File: src/rtl/word_to_byte_serializer.sv
// Streams a 32-bit word out one byte per accepted cycle, low-order bytes selected by in_len.
// A new word may load on the final-byte handshake, so back-to-back words sustain 1 byte/cycle.
module word_to_byte_serializer #(
    parameter bit MSB_FIRST = 1'b0
) (
    input  logic        clk,
    input  logic        rst_n,
    input  logic [31:0] in_word,
    input  logic [1:0]  in_len,
    input  logic        in_valid,
    output logic        in_ready,
    output logic [7:0]  out_byte,
    output logic        out_valid,
    input  logic        out_ready,
    output logic        out_last,
    output logic        busy
);

    typedef enum logic {IDLE, SEND} state_t;

    state_t      state_q, state_d;
    logic [31:0] word_q, word_d;
    logic [1:0]  len_q, len_d;
    logic [1:0]  cnt_q, cnt_d;
    logic [1:0]  idx;
    logic        at_last;
    logic        accept;

    always_ff @(posedge clk) begin
        if (!rst_n) begin
            state_q <= IDLE;
            word_q  <= '0;
            len_q   <= '0;
            cnt_q   <= '0;
        end else begin
            state_q <= state_d;
            word_q  <= word_d;
            len_q   <= len_d;
            cnt_q   <= cnt_d;
        end
    end

    assign at_last = (cnt_q == len_q);
    assign accept  = in_valid & in_ready;

    always_comb begin
        state_d = state_q;
        word_d  = word_q;
        len_d   = len_q;
        cnt_d   = cnt_q;
        unique case (state_q)
            IDLE: begin
                if (accept) begin
                    state_d = SEND;
                    word_d  = in_word;
                    len_d   = in_len;
                    cnt_d   = 2'd0;
                end
            end
            SEND: begin
                if (out_ready) begin
                    if (!at_last) begin
                        cnt_d = cnt_q + 2'd1;
                    end else if (accept) begin
                        word_d = in_word;
                        len_d  = in_len;
                        cnt_d  = 2'd0;
                    end else begin
                        state_d = IDLE;
                    end
                end
            end
            default: state_d = IDLE;
        endcase
    end

    // Outputs depend only on registers, except in_ready which may chain off out_ready.
    always_comb begin
        out_valid = (state_q == SEND);
        busy      = out_valid;
        out_last  = out_valid & at_last;
        idx       = MSB_FIRST ? (len_q - cnt_q) : cnt_q;
        out_byte  = out_valid ? word_q[{idx, 3'b000} +: 8] : 8'h00;
        in_ready  = rst_n & ((state_q == IDLE) | (out_valid & out_ready & out_last));
    end

endmodule

File: config.mk
export PLATFORM = sky130hd
export DESIGN_NAME = word_to_byte_serializer
export DESIGN_NICKNAME = d
export VERILOG_FILES = /design/src/rtl/word_to_byte_serializer.sv
export SDC_FILE = /design/constraint.sdc
export NUM_CORES = 1
export LEC_CHECK = 0
export ABC_AREA = 1
export CAP_MARGIN = 20
export CORE_MARGIN = 2
export CORE_UTILIZATION = 50
export DETAILED_ROUTE_END_ITERATION = 7
export GPL_ROUTABILITY_DRIVEN = 0
export PLACE_DENSITY_LB_ADDON = 0.25
export SYNTH_ARGS = -nofsm -noshare
export SYNTH_HDL_FRONTEND = slang
export SYNTH_SLANG_ARGS = --single-unit
File: constraint.sdc
create_clock -name clk -period 3.6 [get_ports clk]
set_input_delay 0.72 -clock clk [delete_from_list [all_inputs] [get_ports clk]]
set_output_delay 0.72 -clock clk [all_outputs]
set_load 0.05 [all_outputs]
### Yosys cells after proc, flatten, opt, wreduce, memory -nomap -nowiden

Index checks and enable logic that the tools add are counted.

* $add $sub $neg: 1
* multipliers: 0
* divide/modulo/power cells: 0
* $lt $le $gt $ge: 0
* eq/ne operators: 3
* shifts and indexed selects: 1
* multiplexer cells: 17
* bitwise operators: 7
* reductions and logical operators: 1

Operators by type and width (count)
* $mux 32: 3
* $pmux 32 s2: 1
* $shiftx 32x6->8: 1
* $mux 2: 6
* $mux 8: 1
* $pmux 2 s2: 2
* $and 1x1->1: 5
* $mux 1: 3
* $add 2x1->2 const B: 1
* $eq 2x2->1: 1
* $ne 2x1->1 const B: 1
* $ne 2x2->1 const B: 1
* $pmux 1 s2: 1
* $reduce_and 2->1: 1
* $not 1->1: 1
* $or 1x1->1: 1

* flip-flop bits (word level): 37
* bits in latches: 0
* RAM bits: 0
* memory bits (read-only): 0
* input bits: 38
* output and inout port bits: 12
* logic and storage cells: 34
* memories: 0

### Depth between registers and ports, before layout

Gate-level depths: netlist of the first run.

* word-level depth: 10
* gate-level depth with buffers: 10
* mapped depth without buffers: 10

### Least setup slack after synthesis of the first run

OpenSTA, ideal clock, no wires.

* kind: reg2out
* from: register state_q (netlist: busy)
* to: output out_byte[0]
* data arrival time: 1.652 ns
* required time: 2.880 ns
* path slack: 1.228 ns
* stages on the path, launching flop included: 3
* path buffers: 0
* path through: dfxtp_1 inv_2 a21oi_1

* word-level cells in the longest chain between the ends: 1

Ends and longest elaborated chain
* from (decl): RTL line 21 `state_t state_q, state_d;`
* from (signal assigned): RTL line 36 `state_q <= state_d;`
* $mux 8: RTL line 83 `out_byte = out_valid ? word_q[{idx, 3'b000} +: 8] : 8'h00;`
* to (decl): RTL line 12 `output logic [7:0] out_byte,`

Every way passes these cells.

### Final worst setup path of the first run

* from: register cnt_q[0]
* to: output out_byte[0]

* word-level cells in the longest chain between the ends: 2

Ends and longest elaborated chain
* from (decl): RTL line 24 `logic [1:0] cnt_q, cnt_d;`
* from (signal assigned): RTL line 39 `cnt_q <= cnt_d;`
* $shiftx 32x6->8: RTL line 83
* $mux 8: RTL line 83

Every way passes these cells.

==> impl_metrics.yaml, run 1 <==
route:
  drc: 0
  drt_iter0_drc: 106
  vias: 1626
  ant_nets: 0
  via_per_inst: 4.93
  wl_per_cell_um: 11.1
  dr.pass1.iters: 4
  drt_wl_total_um: 3670
place:
  portBuffers: 49
  detailed_place_hpwl_um: 2680
  post-place-cells: 322
  pre_cts_slack_ns: 0.694
  placed_area_um2: 2170
floorplan:
  fp.dieArea_um2: 3840
  die_y_um: 62.0
  die_w_um: 62.0
  core.rowCount: 21
  start_util_pct: 51.2
  io_pins: 50
  fp.coreArea_um2: 3280
timing:
  drv_slew: 0
  worst_pin_slew_ns: 0.655
  max_freq_mhz: 305
  fin_skew_ns: 0.00581
  fin_crit_ns: 3.28
  finalSetupViolations: 0
  fin_tns_setup_ns: 0
  hold_viol: 0
  rsz0062_at_grt: "no"
  fin_ws_ns: 0.317
  finalCritPeriodShare_pct: 91.2
  max-slew-margin-rel_pct: 56.3
worst_setup_path:
  arrival_ns: 2.56
  endpoint_kind: "output port"
  cp-start-kind: "register"
  rrSetupSlack_ns: 1.22
  required_ns: 2.88
  cp_max_fo: 20
  crit_type: "reg2out"
synth:
  ys_types: 20
  synth_flop_cell: "dfxtp_1"
  syn-mean-instance-area_um2: 7.04
  synth.ff_latch_count: 37
  syn_inst: 239
  yosysSeqAreaShare_pct: 44.0
  syn_area_um2: 1680
  synth_top_cell_by_area: "dfxtp_1"
  synth_area_leaders: "dfxtp_1 44%, nand2_1 15%, nand3_1 10%"
  ys_async_sr_fraction_pct: 0
  synth_top_area_share_pct: 44.0
  synth_nets: 277
  synth_edf_count: 0
  synth_warnings: 0
layout:
  nNetsFinal: 321
  final_area_um2: 2210
  final_cells: 330
  nFillCells: 274
  num_antenna_cells: 0
  drive_above_1_share_pct: 8.10
  syn2layout_area_growth_pct: 31.7
grt:
  grt_pass1_vias: 1378
  grt_max_degree: 35
  grt_usage_pct: 21.2
  antenna_found_initial: 0
  grt-ovfl-total: 0
  grt_pass1_wl_um: 5860
cts:
  path_clk_slew_ns: 0.10
  cts_tree: "yes"
  clock-sinks: 37
  cts.repair.resized: 0
  clock_latency_ns: 0.33
  clk_path_buf_depth: 2
  cts.root.buffer_cell: "clkbuf_4"
  ctsHoldBuffers: 0
  cts.htree.levels: 2
  cts_buffers: 5
  cts_setup_buffers: 0
status:
  status: "complete, no violations"
power_and_ir_drop:
  p_total_uw: 888
  p_leak_uw: 0.000964
  p_per_area_nw_per_um2: 401
  ir_drop_mv: 0.232
hold_path:
  hold_path_class: "reg2reg"
job:
  maxCapViolations: 0
final timing paths:
check                  start           to  cells after the start
setup / recovery    cnt_q[0]  out_byte[0]                      4
hold / removal    word_q[14]   word_q[14]                      2
setup reg to reg    cnt_q[0]     cnt_q[1]                     11
hold reg to reg   word_q[14]   word_q[14]                      2
flip-flops by register name, indices dropped and copies added (netlist names):
signal  flops
word_q     32
busy        1
cnt_q       2
len_q       2
stage by stage:
step,hold slack (ns),utilization [%]
CTS,0.472,67.4
global route,0.492,67.4
global placement,0.454,65.9
finish,0.471,67.4
floorplan,0.440,-
detailed placement,0.456,65.9
routing by layer:
metal / GRT usage (%) / routed length [um] / up-vias
li1: - / - / 857
met3: 7.25 / 236 / 7
met5: 0 / 0 / -
met2: 34.4 / 1730 / 63
met4: 8.21 / 72 / 0
met1: 25.8 / 1630 / 699
cell type report:
| class | count | area, um^2 | share of cell area [%] |
|---|---|---|---|
| flip-flops and latches | 37 | 741 | 33.4 |
| inverters | 8 | 32.5 | 1.47 |
| well taps | 46 | 57.6 | 2.60 |
| repair buffers | 52 | 523 | 23.6 |
| multi-input cells | 179 | 812 | 36.7 |
| clock buffers | 8 | 48.8 | 2.20 |
power by group:
part	total [uW]	internal [uW]	switching, uW
Sequential	473	446	27.7
Combinational	214	94.0	120
Clock	201	77.8	123
Total	888	617	270
critical path: stages (launching register included):
cell and delay [ns]:
dfxtp_1 0.75, inv_1 0.38, o21ai_0 0.28, a21oi_1 0.11, clkdlybuf4s50_1 0.71
layout by cell type, fill, tap and decap left out:
cell type        count
nand2_1             65
clkdlybuf4s50_1     48
dfxtp_1             37
nor2_1              35
nand3_1             34
o21ai_0             19
nand2_2             11
a21oi_1             10
inv_1                6
clkbuf_4             5
clkbuf_1             3
buf_4                3
xnor2_1              2
inv_2                1
nand4_4              1
inv_4                1
xor2_1               1
nor3_1               1
buf_12               1
cell families (layout without fill, tap and decap cells):
family / Yosys count / after routing / synth area share, %
compound gates: 29 / 29 / 8.63
xor+xnor: 3 / 3 / 1.56
buf+inv: 23 / 68 / 7.66
flops: 37 / 37 / 44.0
simple gates: 147 / 147 / 38.1
Yosys cell counts (3+ instances only):
library cell and n:
nand2_1 65, dfxtp_1 37, nor2_1 35, nand3_1 34
o21ai_0 19, nand2_2 11, a21oi_1 10, inv_1 6
buf_2 5, clkbuf_1 3
Power figures use the tool's default switching activity.
==> run 2: changes to the inputs <==
CTS_CLUSTER_SIZE = 16   (was not set)
==> results of run 2 <==
Final layout, timing and power as in run 1 (identical DEF).
